### src/rtl/flexpipe_pkg.sv
// rtl/flexpipe_pkg.sv - flexpipe memory request/response types and DRAM model slot helpers
package flexpipe_pkg;

    localparam int DATA_WIDTH = 256;
    localparam int LEN_W      = 16;
    localparam int ID_W       = 8;
    localparam int EPOCH_W    = 4;
    localparam int BEAT_W     = LEN_W + 1;
    localparam int CNT_W      = 16;

    typedef struct packed {
        logic [LEN_W-1:0]   len;
        logic [ID_W-1:0]    id;
        logic [EPOCH_W-1:0] epoch;
    } mem_req_t;

    typedef struct packed {
        logic [DATA_WIDTH-1:0] data;
        logic [ID_W-1:0]       id;
        logic [EPOCH_W-1:0]    epoch;
        logic                  last;
        logic                  error;
    } mem_resp_t;

    typedef struct packed {
        logic [ID_W-1:0]    id;
        logic [EPOCH_W-1:0] epoch;
        logic [BEAT_W-1:0]  beats;
        logic               err;
        logic [CNT_W-1:0]   countdown;
    } dram_slot_t;

    // One extra bit keeps len + bw - 1 from overflowing before the divide.
    function automatic logic [BEAT_W-1:0] dram_beats(input logic [LEN_W-1:0] len, input int unsigned bw);
        logic [BEAT_W-1:0] b;
        b = BEAT_W'(bw);
        return ({1'b0, len} + b - BEAT_W'(1)) / b;
    endfunction

endpackage

### src/rtl/dram_model_pipelined_if.sv
// rtl/dram_model_pipelined_if.sv - request/response handshake bundle of the pipelined DRAM model
interface dram_model_pipelined_if;
    import flexpipe_pkg::*;

    mem_req_t  mem_req;
    logic      mem_req_valid;
    logic      mem_req_ready;
    mem_resp_t mem_resp;
    logic      mem_resp_valid;
    logic      mem_resp_ready;

    modport master (
        output mem_req, mem_req_valid, mem_resp_ready,
        input  mem_req_ready, mem_resp, mem_resp_valid
    );

    modport slave (
        input  mem_req, mem_req_valid, mem_resp_ready,
        output mem_req_ready, mem_resp, mem_resp_valid
    );

endinterface

### src/rtl/flexpipe_sync_fifo.sv
// rtl/flexpipe_sync_fifo.sv - synchronous FIFO with registered occupancy and show-ahead read data
module flexpipe_sync_fifo #(
    parameter int WIDTH = 8,
    parameter int DEPTH = 16,
    localparam int AW = (DEPTH > 1) ? $clog2(DEPTH) : 1,
    localparam int CW = $clog2(DEPTH + 1)
) (
    input  logic             clk,
    input  logic             rst_n,
    input  logic [WIDTH-1:0] push_data,
    input  logic             push_valid,
    output logic             push_ready,
    output logic [WIDTH-1:0] pop_data,
    output logic             pop_valid,
    input  logic             pop
);

    logic [WIDTH-1:0] mem [DEPTH];
    logic [AW-1:0]    wr_ptr;
    logic [AW-1:0]    rd_ptr;
    logic [CW-1:0]    count;
    logic             do_push;
    logic             do_pop;

    function automatic logic [AW-1:0] wrap_inc(input logic [AW-1:0] p);
        return (p == AW'(DEPTH - 1)) ? '0 : p + AW'(1);
    endfunction

    assign push_ready = (count < CW'(DEPTH));
    assign pop_valid  = (count != '0);
    assign pop_data   = mem[rd_ptr];
    assign do_push    = push_valid && push_ready;
    assign do_pop     = pop && pop_valid;

    always_ff @(posedge clk) begin
        if (do_push) begin
            mem[wr_ptr] <= push_data;
        end
    end

    always_ff @(posedge clk) begin
        if (!rst_n) begin
            wr_ptr <= '0;
            rd_ptr <= '0;
            count  <= '0;
        end else begin
            if (do_push) begin
                wr_ptr <= wrap_inc(wr_ptr);
            end
            if (do_pop) begin
                rd_ptr <= wrap_inc(rd_ptr);
            end
            case ({do_push, do_pop})
                2'b10:   count <= count + CW'(1);
                2'b01:   count <= count - CW'(1);
                default: count <= count;
            endcase
        end
    end

endmodule

### src/rtl/dram_model_pipelined.sv
// rtl/dram_model_pipelined.sv - pipelined DRAM endpoint: request FIFO, in-order latency ring, burst sequencer
module dram_model_pipelined
    import flexpipe_pkg::*;
#(
    parameter int BW_BYTES_PER_CYCLE = DATA_WIDTH / 8,
    parameter int FIXED_LATENCY      = 120,
    parameter int REQ_DEPTH          = 16,
    parameter int MAX_OUTSTANDING    = 4,
    parameter int MAX_BEATS          = 64,
    localparam int OUT_W = $clog2(MAX_OUTSTANDING + 1)
) (
    input  logic                   clk,
    input  logic                   rst_n,
    dram_model_pipelined_if.slave  bus,
    output logic [OUT_W-1:0]       outstanding,
    output logic                   idle
);

    localparam int PTR_W = (MAX_OUTSTANDING > 1) ? $clog2(MAX_OUTSTANDING) : 1;

    mem_req_t          fifo_data;
    logic              fifo_push_ready;
    logic              fifo_pop_valid;
    logic              issue;
    logic              release_head;
    logic              can_load;
    logic              src_next;
    logic              src_due;
    logic              load;
    logic              beat_last;
    logic [PTR_W-1:0]  head;
    logic [PTR_W-1:0]  tail;
    logic [PTR_W-1:0]  src;
    logic [BEAT_W-1:0] beat_idx;
    logic [BEAT_W-1:0] issue_beats;
    dram_slot_t        slots [MAX_OUTSTANDING];
    dram_slot_t        issue_slot;
    dram_slot_t        src_slot;
    mem_resp_t         resp;
    logic              resp_valid;

    function automatic logic [PTR_W-1:0] next_ptr(input logic [PTR_W-1:0] p);
        return (p == PTR_W'(MAX_OUTSTANDING - 1)) ? '0 : p + PTR_W'(1);
    endfunction

    assign bus.mem_req_ready = fifo_push_ready & rst_n;

    flexpipe_sync_fifo #(
        .WIDTH ($bits(mem_req_t)),
        .DEPTH (REQ_DEPTH)
    ) u_req_fifo (
        .clk        (clk),
        .rst_n      (rst_n),
        .push_data  (bus.mem_req),
        .push_valid (bus.mem_req_valid),
        .push_ready (fifo_push_ready),
        .pop_data   (fifo_data),
        .pop_valid  (fifo_pop_valid),
        .pop        (issue)
    );

    assign issue        = fifo_pop_valid && (outstanding < OUT_W'(MAX_OUTSTANDING));
    assign release_head = resp_valid && resp.last && bus.mem_resp_ready;
    assign can_load     = !resp_valid || bus.mem_resp_ready;

    // While the head's last beat sits in the output register, the next beat
    // comes from the following slot so bursts stream back to back.
    assign src_next  = resp_valid && resp.last;
    assign src       = src_next ? next_ptr(head) : head;
    assign src_slot  = slots[src];
    assign src_due   = (src_next ? (outstanding > OUT_W'(1)) : (outstanding != '0))
                       && (src_slot.countdown == '0);
    assign load      = can_load && src_due;
    assign beat_last = (beat_idx == src_slot.beats - BEAT_W'(1));

    always_comb begin
        issue_beats          = dram_beats(fifo_data.len, BW_BYTES_PER_CYCLE);
        issue_slot           = '0;
        issue_slot.id        = fifo_data.id;
        issue_slot.epoch     = fifo_data.epoch;
        issue_slot.beats     = issue_beats;
        issue_slot.err       = (fifo_data.len == '0) || (issue_beats > BEAT_W'(MAX_BEATS));
        issue_slot.countdown = CNT_W'(FIXED_LATENCY);
    end

    // Slot payloads need no reset: occupancy is carried by head/tail/outstanding.
    always_ff @(posedge clk) begin
        for (int i = 0; i < MAX_OUTSTANDING; i++) begin
            if (slots[i].countdown != '0) begin
                slots[i].countdown <= slots[i].countdown - CNT_W'(1);
            end
        end
        if (issue) begin
            slots[tail] <= issue_slot;
        end
    end

    always_ff @(posedge clk) begin
        if (!rst_n) begin
            head        <= '0;
            tail        <= '0;
            outstanding <= '0;
        end else begin
            if (issue) begin
                tail <= next_ptr(tail);
            end
            if (release_head) begin
                head <= next_ptr(head);
            end
            case ({issue, release_head})
                2'b10:   outstanding <= outstanding + OUT_W'(1);
                2'b01:   outstanding <= outstanding - OUT_W'(1);
                default: outstanding <= outstanding;
            endcase
        end
    end

    always_ff @(posedge clk) begin
        if (!rst_n) begin
            resp_valid <= 1'b0;
            resp       <= '0;
            beat_idx   <= '0;
        end else if (load) begin
            resp_valid <= 1'b1;
            resp.id    <= src_slot.id;
            resp.epoch <= src_slot.epoch;
            if (src_slot.err) begin
                resp.data  <= '0;
                resp.error <= 1'b1;
                resp.last  <= 1'b1;
                beat_idx   <= '0;
            end else begin
                resp.data  <= DATA_WIDTH'(beat_idx);
                resp.error <= 1'b0;
                resp.last  <= beat_last;
                beat_idx   <= beat_last ? '0 : beat_idx + BEAT_W'(1);
            end
        end else if (can_load) begin
            resp_valid <= 1'b0;
        end
    end

    assign bus.mem_resp       = resp;
    assign bus.mem_resp_valid = resp_valid;
    assign idle               = !fifo_pop_valid && (outstanding == '0) && !resp_valid;

endmodule

### src/flat_wrapper.sv
// flat-port wrapper written by rule: the top's interface ports become plain ports
module dram_model_pipelined_flat import flexpipe_pkg::*;
#(
    parameter int BW_BYTES_PER_CYCLE = DATA_WIDTH / 8,
    parameter int FIXED_LATENCY      = 120,
    parameter int REQ_DEPTH          = 16,
    parameter int MAX_OUTSTANDING    = 4,
    parameter int MAX_BEATS          = 64,
    localparam int OUT_W = $clog2(MAX_OUTSTANDING + 1)
)
  (clk, rst_n, outstanding, idle, bus_mem_req, bus_mem_req_valid, bus_mem_resp_ready, bus_mem_req_ready, bus_mem_resp, bus_mem_resp_valid);
  dram_model_pipelined_if bus_i ();
  input  logic clk;
  input  logic rst_n;
  output logic [OUT_W-1:0] outstanding;
  output logic idle;
  input wire logic [$bits(bus_i.mem_req)-1:0] bus_mem_req;
  input wire logic [$bits(bus_i.mem_req_valid)-1:0] bus_mem_req_valid;
  input wire logic [$bits(bus_i.mem_resp_ready)-1:0] bus_mem_resp_ready;
  output wire logic [$bits(bus_i.mem_req_ready)-1:0] bus_mem_req_ready;
  output wire logic [$bits(bus_i.mem_resp)-1:0] bus_mem_resp;
  output wire logic [$bits(bus_i.mem_resp_valid)-1:0] bus_mem_resp_valid;
  assign bus_i.mem_req = bus_mem_req;
  assign bus_i.mem_req_valid = bus_mem_req_valid;
  assign bus_i.mem_resp_ready = bus_mem_resp_ready;
  assign bus_mem_req_ready = bus_i.mem_req_ready;
  assign bus_mem_resp = bus_i.mem_resp;
  assign bus_mem_resp_valid = bus_i.mem_resp_valid;
  dram_model_pipelined #(.BW_BYTES_PER_CYCLE(BW_BYTES_PER_CYCLE), .FIXED_LATENCY(FIXED_LATENCY), .REQ_DEPTH(REQ_DEPTH), .MAX_OUTSTANDING(MAX_OUTSTANDING), .MAX_BEATS(MAX_BEATS)) u_core (.clk(clk), .rst_n(rst_n), .bus(bus_i), .outstanding(outstanding), .idle(idle));
endmodule
### config.mk
export PLATFORM = sky130hd
export DESIGN_NAME = dram_model_pipelined_flat
export DESIGN_NICKNAME = d
export VERILOG_FILES = /design/src/rtl/flexpipe_pkg.sv /design/src/rtl/dram_model_pipelined_if.sv /design/src/rtl/flexpipe_sync_fifo.sv /design/src/rtl/dram_model_pipelined.sv /design/src/flat_wrapper.sv
export SDC_FILE = /design/constraint.sdc
export NUM_CORES = 1
export LEC_CHECK = 0
export CORE_ASPECT_RATIO = 2
export CORE_MARGIN = 2
export CORE_UTILIZATION = 50
export DETAILED_ROUTE_END_ITERATION = 6
export HOLD_SLACK_MARGIN = 0.1
export PLACE_DENSITY = 0.72
export SYNTH_ARGS = -nofsm -noshare
export SYNTH_HDL_FRONTEND = slang
export SYNTH_SLANG_ARGS = --single-unit
### constraint.sdc
create_clock -name clk -period 5.65 [get_ports clk]
set_input_delay 1.13 -clock clk [delete_from_list [all_inputs] [get_ports clk]]
set_output_delay 1.13 -clock clk [all_outputs]
set_load 0.05 [all_outputs]
# == Yosys cells after proc, flatten, opt, wreduce, memory -nomap -nowiden ==
# Memories as Yosys holds them, arrays and structs flattened. A register that Yosys moved wholly into a read port is not among the register bits.
# Cells that the tools add are included.
# classes
add_sub_neg,16
multipliers,0
div,0
magnitude_cmp,4
n_eq_ne,9
shift,0
muxes,28
bitwise_logic,1
reduce_logical,25
# ops
op,n
nonzero test 16 bit,4
subtractor 16 x 1 -> 16 bit (second input constant),4
two-way mux 17 bit,3
subtractor 17 x 1 -> 17 bit (second input constant),2
zero test 16 bit,2
adder 16 x 6 -> 17 bit (second input constant),1
adder 17 x 1 -> 17 bit (second input constant),1
equality test 17 bit,1
two-way mux 4 bit,4
two-way mux 1 bit,15
greater-than comparator 12 x 7 -> 1 bit (second input constant),1
case mux 5 bit (2 select lines),1
logical AND 1 bit,9
adder 4 x 1 -> 4 bit (second input constant),2
equality test 2 bit (second input constant),4
equality test 4 bit (second input constant),2
two-way mux 2 bit,4
case mux 3 bit (2 select lines),1
nonzero test 2 bit,3
adder 5 x 1 -> 5 bit (second input constant),1
less-than comparator 5 bit (second input constant),1
nonzero test 5 bit,1
subtractor 5 x 1 -> 5 bit (second input constant),1
adder 2 x 1 -> 2 bit (second input constant),2
other kinds (10),13
# totals
regBits,308
latch_bits,0
mem_bits_rw,612
romBits,0
inputBits,32
out_inout_bits,276
word_cells,98
memories,2
# memory_table
memory,words,width,rd,rd_clocked_by_memory_dff,write_ports,line,source
u_core.u_req_fifo.mem,16,28,1,1,1,flexpipe_sync_fifo.sv:18,logic [WIDTH-1:0] mem [DEPTH];
u_core.slots,4,41,5,0,5,dram_model_pipelined.sv:36,dram_slot_t slots [MAX_OUTSTANDING];

# == Depth between registers and ports, before layout ==
# Gate-level depths: netlist (run 1).
# An unclocked memory read counts as a cell.
# depth
depth_word,8
ltp_mapped,18
depth_no_buf,13

# == Cells and area by module ==
# Synthesis (run 1) repeated with hierarchy kept, for this count alone.
# unflattened
cells_unflattened,1962
area_unflattened_um2,29517.1
# by_module_without_submodules
mod,n_inst,cells_per_inst,area_per_inst_um2,seq_area_each_um2
flexpipe_sync_fifo,1,807,17783.3,13793.2
dram_model_pipelined,1,1155,11733.8,5405.2

# == Worst setup path after synthesis (run 1) ==
# No wires, ideal clock.
# synth_timing
path_kind,reg-to-reg
startpoint,register u_core.resp_valid (netlist: u_core.bus.mem_resp_valid)
endpoint,register u_core.beat_idx[10]
setup_ps,132
arrival_time_ps,5232
t_required_ps,5518
slack_ps,285
stages_incl_launch_ff,18
path_buffers,5
synth_period_minus_slack_ps,5365
cell_sequence,dfxtp_1 -> buf_2 -> a21boi_2 -> nor2_2 -> buf_2 -> buf_1 -> buf_1 -> mux4_2 -> inv_1 -> ha_1 -> o211ai_1 -> and3_1 -> or4_1 -> o311a_1 -> or4b_4 -> o31ai_4 -> buf_6 -> a21oi_1
# synth_via
elab_chain_cells,7
word_cells_on_any_way,13
cone_classes,add/sub (1); eq/ne (1); mux (4); reduce/logical (6); memory (1)
# synth_lines
item,line,source
start: declaration,dram_model_pipelined.sv:40,logic resp_valid;
start signal: assignment,dram_model_pipelined.sv:120,resp_valid <= 1'b0;
start signal: assignment,dram_model_pipelined.sv:124,resp_valid <= 1'b1;
start signal: assignment,dram_model_pipelined.sv:139,resp_valid <= 1'b0;
logical AND 1 bit,dram_model_pipelined.sv:68,assign src_next = resp_valid && resp.last;
two-way mux 2 bit,dram_model_pipelined.sv:69,assign src = src_next ? next_ptr(head) : head;
memory read (4 x 41 bit),n/a,
subtractor 17 x 1 -> 17 bit,dram_model_pipelined.sv:74,assign beat_last = (beat_idx == src_slot.beats - BEAT_W'(1));
equality test 17 bit,dram_model_pipelined.sv:74,
two-way mux 17 bit,dram_model_pipelined.sv:136,beat_idx <= beat_last ? '0 : beat_idx + BEAT_W'(1);
two-way mux 17 bit,dram_model_pipelined.sv:127,if (src_slot.err) begin
end signal: assignment,dram_model_pipelined.sv:136,
end: declaration,dram_model_pipelined.sv:34,logic [BEAT_W-1:0] beat_idx;
# Parallel ways exist; a longest one is shown, timed or not.
# A chain may end at the register's enable or synchronous reset.

# == Worst setup path after layout (run 1) ==
# layout_timing
startpoint,register u_core.head[0]
endpoint,"register u_core.resp, in the netlist u_core.bus.mem_resp[1]"
# layout_via
elab_chain_cells,7
word_cells_on_any_way,11
cone_classes,add/sub (2); eq/ne (2); mux (3); reduce/logical (3); memory (1)
# layout_lines
item,line,source
start: declaration,dram_model_pipelined.sv:31,logic [PTR_W-1:0] head;
start signal: assignment,dram_model_pipelined.sv:108,head <= next_ptr(head);
adder 2 x 1 -> 2 bit or equality test 2 bit (tied branches),dram_model_pipelined.sv:43,return (p == PTR_W'(MAX_OUTSTANDING - 1)) ? '0 : p + PTR_W'(1);
two-way mux 2 bit,dram_model_pipelined.sv:43,
two-way mux 2 bit (*),dram_model_pipelined.sv:69,
memory read (4 x 41 bit) (*),n/a,
subtractor 17 x 1 -> 17 bit or zero test 16 bit (tied branches),"dram_model_pipelined.sv:74, dram_model_pipelined.sv:72",
equality test 17 bit or logical AND 1 bit (tied branches),"dram_model_pipelined.sv:74, dram_model_pipelined.sv:72",
two-way mux 2 bit or logical AND 1 bit (tied branches),"dram_model_pipelined.sv:127, dram_model_pipelined.sv:73",
end: declaration,dram_model_pipelined.sv:39,mem_resp_t resp;
# Every way passes the cells marked *; elsewhere a longest branch is shown, timed or not.

==> metrics.md, run 1 <==
| Metric | Value |
|---|---|
| Area leader, netlist | edfxtp_1 |
| RePlAce Congestion | 0.931 |
| First-pass GRT wire length | 93900 um |
| Critical Path Sink | u_core.bus.mem_resp[1] |
| Post-synth top cells | 548 x edfxtp_1, 240 x buf_4, 137 x dfxtp_1, 133 x mux4_2, 119 x nand2_1 |
| Layout cells sized above 1 | 13.7% |
| Post-synthesis cell area | 29400 sq um |
| Clock Power Share | 28.3% |
| FF-to-FF setup slack | 1080 ps |
| Reg-to-Reg Start | u_core.head[0] |
| Via count | 15803 |
| Clk sink count | 685 |
| Worst-path maximum fanout | 17 |
| Total track usage | 20.1% |
| Run status | completed |
| Reg2reg end | u_core.bus.mem_resp[1] |
| Worst-Skew Late Latency | 620 ps |
| Slowest cell on the critical path | nand2_1 |
| Io pins | 308 |
| Distinct cell type count after synthesis | 68 |
| Setup tns final | 0 ps |
| Synth top area share | 55.9% |
| Setup crit start kind | flip-flop |
| PwrDens | 431 nW/um^2 |
| Die area | 60900 sq um |
| Fin Hold WS | 461 ps |
| TritonCTS clock tree | built |
| CP startpoint | u_core.head[0] |
| Final routed DRC violation total | 0 |
| DIE HEIGHT | 347 um |
| Shortest period the worst path allows | 4570 ps |
| Critical path required time | 6150 ps |
| Fin. max-slew vios | 0 |
| Vias in the first global route | 15858 |
| FFs w/ async S/R, synth | 0% |
| Initial antenna violation count | 5 |
| Yosys warnings | 0 |
| Final clock period utilization by the worst path | 80.8% |
| Filler Cells Inserted | 4541 |
| Cells after Synth | 1969 |
| Avg Synthesized Cell Area | 14.9 sq um |
| Sw frac | 30.2% |
| Number of flops mapped to enable cells by yosys | 548 |
| Leading cell type by number of instances after synthesis | edfxtp_1 |
| Synth Register Bits | 685 |
| Crit Path Category | reg -> reg |
| Pin count of the biggest net entering global routing | 73 |
| Port bufs | 68 |
| PostCTS Resize Cnt | 0 |
| Sequential share of power | 48.0% |
| Setup crit end kind | flip-flop |
| Skew final | 20.5 ps |
| # Post-CTS Setup Buffers | 0 |
| Critical path's largest stage delay | 680 ps |
| Total Routed Length | 61800 um |
| Final hold vios | 0 |
| Critical Path AT | 5070 ps |
| Via density | 5.54 |
| Ranking of synthesized cells by area | edfxtp_1 56%, mux4_2 10%, dfxtp_1 9.3% |
| Final HPWL DP | 40200 um |
| Register area share after synthesis | 65.2% |
| Row count | 125 |
| Area grow syn2layout | 8.81% |
| Crit path buf inv count | 0 |
| Worst hold path type | reg -> reg |
| Initial core utilization | 50.6% |
| RSZ-0062 raised after global routing | no |
| Hold_buf cts | 0 |
| Congestion Overflow GR | 0 |
| Max rail drop VDD | 249 uV |
| P_sw | 4.17 mW |
| Final setup viols | 0 |
| CTS Buf Count | 55 |
| Clock transition at path regs | 60 ps |
| Crit path depth | 10 |
| Final ANT Viol Nets | 0 |
| Max Clock Freq | 219 MHz |
| Root buffer cell | clkbuf_16 |
| Core area | 58200 sq um |
| Leak | 10.8 nW |
| Max cap viols | 0 |
| Worst Reg-to-Reg Cells | 10 |
| Slew Limit Headroom | 23.7% |
| Avg WL per Cell | 21.7 um |
| Combinational power share | 23.8% |
| Initial DRC Count | 956 |
| Top FF cell, synth | edfxtp_1 |
| Max clock buf depth | 3 |
| Crit path cell chain | ha_1, nand4bb_1, nand2_1, mux4_2, nand3_1, nor4_1, mux2_2, a311oi_1, o31ai_4, o21ba_2 |
| Largest delay share family, worst path | simple AND/OR/NAND/NOR gates |
| Die width | 176 um |
| Router iterations before antenna repair | 5 |
| Final net count | 2104 |
| Worst-Margin Slew | 1140 ps |
| Internal | 9.61 mW |
| Htree depth | 2 |
==> metrics by stage <==
step / power (mW) / util [%] / worst slack (ps) / std cells / instance area [sq um]
2_1_floorplan: 9.21 / - / 285 / 2207 / 30300
3_3_place_gp: 9.85 / 51.9 / 1190 / 2751 / 30200
3_5_place_dp: 9.99 / 51.9 / 1140 / 2751 / 30200
4_1_cts: 13.9 / 55.0 / 1140 / 2850 / 32000
5_1_grt: 14.4 / 55.0 / 705 / 2851 / 32000
6_report: 13.8 / 55.0 / 1080 / 2851 / 32000
==> layer usage <==
layer / global-route usage (%) / routed length, um / vias to the layer above / share of wire (%)
li1: - / - / 7112 / -
met1: 21.6 / 21500 / 7964 / 35
met2: 38.8 / 34500 / 571 / 56
met3: 2.43 / 2900 / 150 / 4.7
met4: 9.19 / 2860 / 6 / 4.6
met5: 0 / 37 / - / 0.060
==> flip-flops by register name (all words and copies together), names as in the netlist, named ones only <==
signal,count
u_core.bus.mem_resp,31
u_core.head,2
u_core.beat_idx,17
u_core.u_req_fifo.count,5
u_core.bus.mem_resp_valid,1
u_core.outstanding,3
u_core.u_req_fifo.rd_ptr,4
u_core.slots,164
u_core.tail,2
u_core.u_req_fifo.mem,448
u_core.u_req_fifo.wr_ptr,4
==> cells in the final DEF (no fill, tap or decap), types with 46 or more instances in the layout <==
cell type / netlist / final
edfxtp_1: 548 / 548
conb_1: 1 / 239
dfxtp_1: 137 / 135
mux4_2: 133 / 133
nand2_1: 119 / 119
nor2_1: 91 / 79
clkdlybuf4s50_1: 0 / 67
nor3_1: 60 / 56
clkbuf_16: 0 / 55
nand3_1: 51 / 50
xnor2_1: 46 / 46
==> power groups by stage <==
stage	Sequential, mW	Clock [mW]	Combinational (mW)
2_1_floorplan	6.53	0	2.68
5_1_grt	6.67	4.15	3.54
3_5_place_dp	6.71	0	3.28
3_3_place_gp	6.67	0	3.18
6_report	6.61	3.90	3.27
4_1_cts	6.61	3.97	3.30
==> logic make-up (layout without fill, tap and decap cells) <==
logic type,count (synthesis),count (layout),synth area share (%)
compound gates,184,184,4.22
xor+xnor,80,80,2.38
fa+ha+maj,26,26,1.13
buf+inv,353,234,7.66
flops,685,685,65.2
mux,159,159,11.1
other cells,1,240,0.0127
simple gates,481,481,8.26
==> worst reg2reg max path, stage by stage, from the launching register on <==
cell	delay [ps]
dfxtp_1	350
ha_1	240
nand4bb_1	510
nand2_1	680
mux4_2	320
nand3_1	230
nor4_1	680
mux2_2	420
a311oi_1	470
o31ai_4	260
o21ba_2	300
==> worst min path at each step <==
stage                             from                      end  slack, ps  depth (start not counted)
2_1_floorplan       u_core.slots[0][7]       u_core.slots[0][7]        440                          2
3_3_place_gp   u_core.bus.mem_resp[24]  u_core.bus.mem_resp[24]        460                          2
3_5_place_dp   u_core.bus.mem_resp[14]  u_core.bus.mem_resp[14]        460                          2
4_1_cts        u_core.bus.mem_resp[24]  u_core.bus.mem_resp[24]        470                          2
5_1_grt        u_core.bus.mem_resp[13]  u_core.bus.mem_resp[13]        480                          2
6_report       u_core.bus.mem_resp[24]  u_core.bus.mem_resp[24]        460                          2
==> final cells by class <==
| class | count | area, sq um | area share, % |
|---|---|---|---|
| clock inverter | 37 | 423 | 1.32 |
| tap | 762 | 953 | 2.98 |
| timing repair buffer | 100 | 916 | 2.86 |
| sequential | 685 | 19200 | 60.0 |
| antenna | 1 | 2.50 | 0.00782 |
| inverter | 35 | 131 | 0.410 |
| multi-input combinational | 1169 | 8980 | 28.0 |
| clock buffer | 62 | 1400 | 4.38 |
Note: power is estimated with default switching activity, not from simulation.
==> inputs of run 2 (changes only) <==
--- a/config.mk
+++ b/config.mk
@@ -10,7 +10,7 @@
 export CORE_UTILIZATION = 50
 export DETAILED_ROUTE_END_ITERATION = 6
 export HOLD_SLACK_MARGIN = 0.1
-export PLACE_DENSITY = 0.72
+export PLACE_DENSITY = 0.75
 export SYNTH_ARGS = -nofsm -noshare
 export SYNTH_HDL_FRONTEND = slang
 export SYNTH_SLANG_ARGS = --single-unit
==> constraint.sdc (replaced) <==
create_clock -name clk -period 4.11 [get_ports clk]
set_input_delay 0.822 -clock clk [delete_from_list [all_inputs] [get_ports clk]]
set_output_delay 0.822 -clock clk [all_outputs]
set_load 0.05 [all_outputs]
==> metrics.md, run 2 (synthesized netlist as in run 1, its figures left out) <==
| Metric | Value |
|---|---|
| Worst Reg-to-Reg Cells | 14 (was 10) |
| DIE HEIGHT | 347 um (unchanged) |
| Total Routed Length | 63400 um (was 61800 um) |
| Worst hold path type | reg -> reg (unchanged) |
| First-pass GRT wire length | 96000 um (was 93900 um) |
| Max Clock Freq | 260 MHz (was 219 MHz) |
| Setup crit start kind | flip-flop (unchanged) |
| TritonCTS clock tree | built (unchanged) |
| Multi-input logic area | 9000 sq um (was 8980 sq um) |
| Io pins | 308 (unchanged) |
| Final net count | 2130 (was 2104) |
| Worst-Skew Late Latency | 610 ps (was 620 ps) |
| Critical path's largest stage delay | 530 ps (was 680 ps) |
| Max clock buf depth | 3 (unchanged) |
| CTS Buf Count | 53 (was 55) |
| Slowest cell on the critical path | mux4_2 (was nand2_1) |
| Congestion Overflow GR | 0 (unchanged) |
| Avg WL per Cell | 22.0 um (was 21.7 um) |
| RePlAce Congestion | 0.908 (was 0.931) |
| Hold_buf cts | 0 (unchanged) |
| Pin count of the biggest net entering global routing | 73 (unchanged) |
| Setup crit end kind | flip-flop (unchanged) |
| Setup tns final | 0 ps (unchanged) |
| Initial core utilization | 50.6% (unchanged) |
| Final ANT Viol Nets | 0 (unchanged) |
| Initial DRC Count | 1287 (was 956) |
| Worst-Margin Slew | 1130 ps (was 1140 ps) |
| Critical path required time | 4590 ps (was 6150 ps) |
| Crit path cell chain | ha_2, and4bb_4, nor2_4, mux4_2, inv_1, ha_4, o211ai_1, and3_1, or4_1, o311a_1, or4b_4, o31ai_4, buf_4, a21oi_1 (was ha_1, nand4bb_1, nand2_1, mux4_2, nand3_1, nor4_1, mux2_2, a311oi_1, o31ai_4, o21ba_2) |
| Critical Path AT | 4330 ps (was 5070 ps) |
| Power Total | 19.1 mW (was 13.8 mW) |
| Root buffer cell | clkbuf_16 (unchanged) |
| Vias in the first global route | 16262 (was 15858) |
| Reg2reg end | u_core.beat_idx[4] (was u_core.bus.mem_resp[1]) |
| Final clock period utilization by the worst path | 93.7% (was 80.8%) |
| Final routed DRC violation total | 0 (unchanged) |
| Total track usage | 20.7% (was 20.1%) |
| Run status | completed (unchanged) |
| FF/Latch Area | 19200 sq um (about the same) |
| Filler Cells Inserted | 4523 (was 4541) |
| Biggest register | u_core.u_req_fifo.mem (unchanged) |
| Placed Instances | 2779 (was 2751) |
| Area grow syn2layout | 9.92% (was 8.81%) |
| Max cap viols | 0 (unchanged) |
| Port bufs | 68 (unchanged) |
| Via density | 5.57 (was 5.54) |
| FF-to-FF setup slack | 260 ps (was 1080 ps) |
| Shortest period the worst path allows | 3850 ps (was 4570 ps) |
| Reg-to-Reg Start | u_core.head[1] (was u_core.head[0]) |
| Clock transition at path regs | 70 ps (was 60 ps) |
| Worst-path maximum fanout | 17 (unchanged) |
| Final hold vios | 0 (unchanged) |
| Initial antenna violation count | 4 (was 5) |
| Most common cell after layout, fill and taps aside | edfxtp_1 (unchanged) |
| Max FFs per register | 448 (unchanged) |
| Min-Delay Endpoint | u_core.bus.mem_resp[16] (was u_core.bus.mem_resp[24]) |
| Setup WS pre-CTS | 234 ps (was 1140 ps) |
| Crit Path Category | reg -> reg (unchanged) |
| Final std cells w/o fill | 2882 (was 2851) |
| Setup ws final | 260 ps (was 1080 ps) |
| Core area | 58200 sq um (unchanged) |
| Htree depth | 2 (unchanged) |
| Skew final | 35.4 ps (was 20.5 ps) |
| Fin. max-slew vios | 0 (unchanged) |
| WHS Path Cells | 2 (unchanged) |
| Die width | 176 um (unchanged) |
| Layout cells sized above 1 | 15.2% (was 13.7%) |
| Final setup viols | 0 (unchanged) |
| Max rail drop VDD | 436 uV (was 249 uV) |
| RSZ-0062 raised after global routing | no (unchanged) |
| Commonest non-fill, non-tap cells in the layout | 548 x edfxtp_1, 239 x conb_1, 133 x mux4_2, 132 x dfxtp_1, 118 x nand2_1 (was 548 x edfxtp_1, 239 x conb_1, 135 x dfxtp_1, 133 x mux4_2, 119 x nand2_1) |
| Router iterations before antenna repair | 5 (unchanged) |
| Slew Limit Headroom | 24.7% (was 23.7%) |
| PwrDens | 592 nW/um^2 (was 431 nW/um^2) |
| HP Start | u_core.bus.mem_resp[16] (was u_core.bus.mem_resp[24]) |
| Leak | 10.9 nW (was 10.8 nW) |
| Row count | 125 (unchanged) |
| Final HPWL DP | 40300 um (was 40200 um) |
| Clk sink count | 685 (unchanged) |
| Via count | 16051 (was 15803) |
| Die area | 60900 sq um (unchanged) |
run 2: changes by cell type in the layout (fill, tap and decap cells not counted), moves of 2 or more:
cell / previous run / this run
buf_4: 32 / 54
inv_6: 3 / 1
dfxtp_1: 135 / 132
ha_1: 25 / 23
nor2_2: 1 / 4
clkinv_4: 5 / 2
clkinv_1: 9 / 11
diode_2: 1 / 3
nor2_4: 12 / 9
bufinv_16: 7 / 9
buf_12: 0 / 5
dfxtp_4: 2 / 4
run 2: power by group:
part,switching [mW],leakage (nW),internal [mW]
registers,0.500,6.08,8.50
logic,2.83,3.95,1.89
clock network,2.38,0.905,3.03
total,5.71,10.9,13.4
run 2: per-stage QoR:
stage	hold slack, ps	area [sq um]	util [%]
CTS	465	32300	55.6
detailed placement	456	30500	52.4
global placement	454	30500	52.4
floorplan	442	30400	-
finish	461	32300	55.6
global route	487	32300	55.6
run 2: worst max path at each step:
stage | slack [ps] | end | from
global route | 2 | u_core.beat_idx[0] | u_core.head[1]
floorplan | 30 | u_core.beat_idx[10] | u_core.bus.mem_resp[1]
finish | 260 | u_core.beat_idx[4] | u_core.head[1]
detailed placement | 230 | u_core.beat_idx[4] | u_core.head[1]
global placement | 280 | u_core.bus.mem_resp[1] | u_core.head[0]
CTS | 220 | u_core.bus.mem_resp[1] | u_core.head[1]
run 2: per-layer routing:
layer | vias to the layer above | global-route usage, % | wire length [um]
met1 | 8105 | 22.2 | 21400
met5 | - | 0 | 0
li1 | 7180 | - | -
met2 | 603 | 39.8 | 35900
met4 | 0 | 9.80 | 2960
met3 | 163 | 2.31 | 3090
run 2: critical path: cells and delay by family (launching register included):
family / cells / cell delay (ps)
simple gates: 5 / 1530
compound gates: 4 / 550
mux: 1 / 530
fa+ha+maj: 2 / 370
flops: 1 / 380
buf+inv: 2 / 360
run 2: layout make-up:
| cell class | count | share of cell area, % |
|---|---|---|
| sequential | 685 | 59.4 |
| multi-input combinational | 1169 | 27.8 |
| clock buffer | 63 | 4.35 |
| timing repair buffer | 128 | 3.69 |
| tap | 762 | 2.95 |
| clock inverter | 37 | 1.35 |
| inverter | 35 | 0.406 |
| antenna | 3 | 0.0232 |
run 2: what timing repair did:
| action | 4_1_cts | 5_1_grt |
|---|---|---|
| resized for setup | 0 | 2 |
| buffers inserted | 0 | 0 |
| endpoints found under the setup margin | 0 | 17 |
| hold endpoints to repair | 0 | 0 |
==> inputs of run 3 (changes only) <==
--- a/config.mk
+++ b/config.mk
@@ -5,12 +5,14 @@
 export SDC_FILE = /design/constraint.sdc
 export NUM_CORES = 1
 export LEC_CHECK = 0
+export CELL_PAD_IN_SITES_DETAIL_PLACEMENT = 1
+export CELL_PAD_IN_SITES_GLOBAL_PLACEMENT = 1
 export CORE_ASPECT_RATIO = 2
 export CORE_MARGIN = 2
-export CORE_UTILIZATION = 50
+export CORE_UTILIZATION = 43
 export DETAILED_ROUTE_END_ITERATION = 6
 export HOLD_SLACK_MARGIN = 0.1
-export PLACE_DENSITY = 0.75
+export PLACE_DENSITY = 0.76
 export SYNTH_ARGS = -nofsm -noshare
 export SYNTH_HDL_FRONTEND = slang
 export SYNTH_SLANG_ARGS = --single-unit
==> metrics.md, run 3 (synthesized netlist as in run 1, its figures left out) <==
| Metric | Value |
|---|---|
| Setup crit end kind | flip-flop (unchanged) |
| Internal | 13.3 mW (was 13.4 mW) |
| Clock Power Share | 28.2% (was 28.3%) |
| Root buffer cell | clkbuf_16 (unchanged) |
| PwrDens | 593 nW/um^2 (was 592 nW/um^2) |
| Final setup viols | 0 (unchanged) |
| Reg2reg end | u_core.beat_idx[0] (was u_core.beat_idx[4]) |
| Critical path required time | 4600 ps (was 4590 ps) |
| Area grow syn2layout | 10.1% (was 9.92%) |
| Pin count of the biggest net entering global routing | 50 (was 73) |
| Crit Path Category | reg -> reg (unchanged) |
| CTS Buf Count | 56 (was 53) |
| Congestion Overflow GR | 0 (unchanged) |
| # Post-CTS Setup Buffers | 0 (unchanged) |
| Shortest period the worst path allows | 3820 ps (was 3850 ps) |
| Run status | completed (unchanged) |
| Worst-Margin Slew | 845 ps (was 1130 ps) |
| HP Start | u_core.bus.mem_resp[14] (was u_core.bus.mem_resp[16]) |
| Max clock buf depth | 3 (unchanged) |
| Placed Instances | 2900 (was 2779) |
| Fin. max-slew vios | 0 (unchanged) |
| Clock transition at path regs | 70 ps (about the same) |
| Max Clock Freq | 262 MHz (was 260 MHz) |
| Initial core utilization | 43.4% (was 50.6%) |
| P_sw | 5.88 mW (was 5.71 mW) |
| Port bufs | 68 (unchanged) |
| Slew Limit Headroom | 43.5% (was 24.7%) |
| Commonest non-fill, non-tap cells in the layout | 548 x edfxtp_1, 239 x conb_1, 133 x mux4_2, 132 x dfxtp_1, 118 x nand2_1 (unchanged) |
| Avg WL per Cell | 22.8 um (was 22.0 um) |
| Leak | 10.9 nW (about the same) |
| Combinational power share | 24.5% (was 24.7%) |
| Initial DRC Count | 806 (was 1287) |
| Layout cells sized above 1 | 15.1% (was 15.2%) |
| Hold_buf cts | 0 (unchanged) |
| Final clock period utilization by the worst path | 93.0% (was 93.7%) |
| Initial antenna violation count | 2 (was 4) |
| Core area | 67700 sq um (was 58200 sq um) |
| Router iterations before antenna repair | 5 (unchanged) |
| Total Routed Length | 68500 um (was 63400 um) |
| Die area | 70700 sq um (was 60900 sq um) |
| Setup WS pre-CTS | 235 ps (was 234 ps) |
| RSZ-0062 raised after global routing | no (unchanged) |
| Max FFs per register | 448 (unchanged) |
| Final net count | 2126 (was 2130) |
| Biggest register | u_core.u_req_fifo.mem (unchanged) |
| DIE HEIGHT | 374 um (was 347 um) |
| Most common cell after layout, fill and taps aside | edfxtp_1 (unchanged) |
| Min-Delay Endpoint | u_core.bus.mem_resp[14] (was u_core.bus.mem_resp[16]) |
| Final Util | 47.8% (was 55.6%) |
| Final ANT Viol Nets | 0 (unchanged) |
| Via density | 5.39 (was 5.57) |
| Fin Hold WS | 461 ps (about the same) |
| WHS Path Cells | 2 (unchanged) |
| TritonCTS clock tree | built (unchanged) |
| RePlAce Congestion | 0.891 (was 0.908) |
| Sw frac | 30.6% (was 29.9%) |
| Critical Path AT | 4310 ps (was 4330 ps) |
| Vias in the first global route | 17369 (was 16262) |
| Final std cells w/o fill | 3004 (was 2882) |
| Final routed DRC violation total | 0 (unchanged) |
| Sequential share of power | 47.3% (was 47.0%) |
| Setup tns final | 0 ps (unchanged) |
| Final HPWL DP | 45700 um (was 40300 um) |
| Io pins | 308 (unchanged) |
| Worst hold path type | reg -> reg (unchanged) |
| Skew final | 29.9 ps (was 35.4 ps) |
| Clk sink count | 685 (unchanged) |
| Final hold vios | 0 (unchanged) |
| Worst-Skew Late Latency | 630 ps (was 610 ps) |
| Worst Reg-to-Reg Cells | 14 (unchanged) |
| Reg-to-Reg Start | u_core.head[1] (unchanged) |
| Setup crit start kind | flip-flop (unchanged) |
| Htree depth | 2 (unchanged) |
| Filler Cells Inserted | 6685 (was 4523) |
| Setup ws final | 289 ps (was 260 ps) |
| Placed instance area | 30500 sq um (about the same) |
| Final instance area | 32400 sq um (was 32300 sq um) |
| Power Total | 19.2 mW (was 19.1 mW) |
| Worst-path maximum fanout | 11 (was 17) |
| Max cap viols | 0 (unchanged) |
| Die width | 189 um (was 176 um) |
| Row count | 135 (was 125) |
| Total track usage | 19.3% (was 20.7%) |
| Max rail drop VDD | 353 uV (was 436 uV) |
| FF-to-FF setup slack | 290 ps (was 260 ps) |
| Via count | 16182 (was 16051) |
| First-pass GRT wire length | 104000 um (was 96000 um) |
run 3: cell types whose count changed in the layout (fill, tap and decap cells not counted), moves of 2 or more:
cell | before | now
buf_4 | 54 | 52
diode_2 | 3 | 1
clkbuf_16 | 55 | 57
buf_12 | 5 | 0
inv_1 | 34 | 30
clkinvlp_4 | 2 | 6
bufinv_16 | 9 | 6
run 3: how the worst max path moves through the flow:
stage / from / to / slack, ps / depth (start not counted)
after global routing: u_core.head[1] / u_core.beat_idx[14] / 30 / 14
after detailed placement: u_core.head[0] / u_core.beat_idx[0] / 240 / 14
final: u_core.head[1] / u_core.beat_idx[0] / 290 / 14
after floorplan: u_core.bus.mem_resp[1] / u_core.beat_idx[10] / 30 / 17
after global placement: u_core.head[0] / u_core.beat_idx[0] / 290 / 14
after CTS: u_core.head[1] / u_core.beat_idx[0] / 220 / 14
run 3: area by class of cell:
class	count	area (sq um)	area share, %
multi-input combinational	1169	8990	27.8
sequential	685	19200	59.3
inverter	35	131	0.406
clock buffer	66	1460	4.51
tap	890	1110	3.44
antenna	1	2.50	0.00773
clock inverter	37	398	1.23
timing repair buffer	121	1080	3.33
run 3: critical path, stage by stage (launching register included):
cell	delay (ps)
dfxtp_1	380
ha_2	210
and4bb_4	230
nor2_4	160
mux4_2	540
inv_1	120
ha_4	160
o211ai_1	130
and3_1	210
or4_1	460
o311a_1	120
or4b_4	510
o31ai_4	210
buf_6	170
o31ai_1	80
run 3: power by group through the flow:
stage	logic [mW]	clock network [mW]	registers, mW
after floorplan	3.70	0	8.98
after global placement	4.52	0	9.14
after detailed placement	4.75	0	9.23
after CTS	4.77	5.55	9.08
after global routing	5.11	5.76	9.17
final	4.70	5.42	9.08
run 3: metal layers:
layer	track usage, %	vias to the layer above	wire (um)
met1	19.6	8260	23200
met2	37.5	566	38400
met3	2.33	191	3170
met5	0	-	11
met4	10.8	2	3750
li1	-	7163	-
run 3: what timing repair did:
action,4_1_cts,5_1_grt
endpoints found under the setup margin,0,1
gates resized for setup,0,1
hold endpoints to repair,0,0
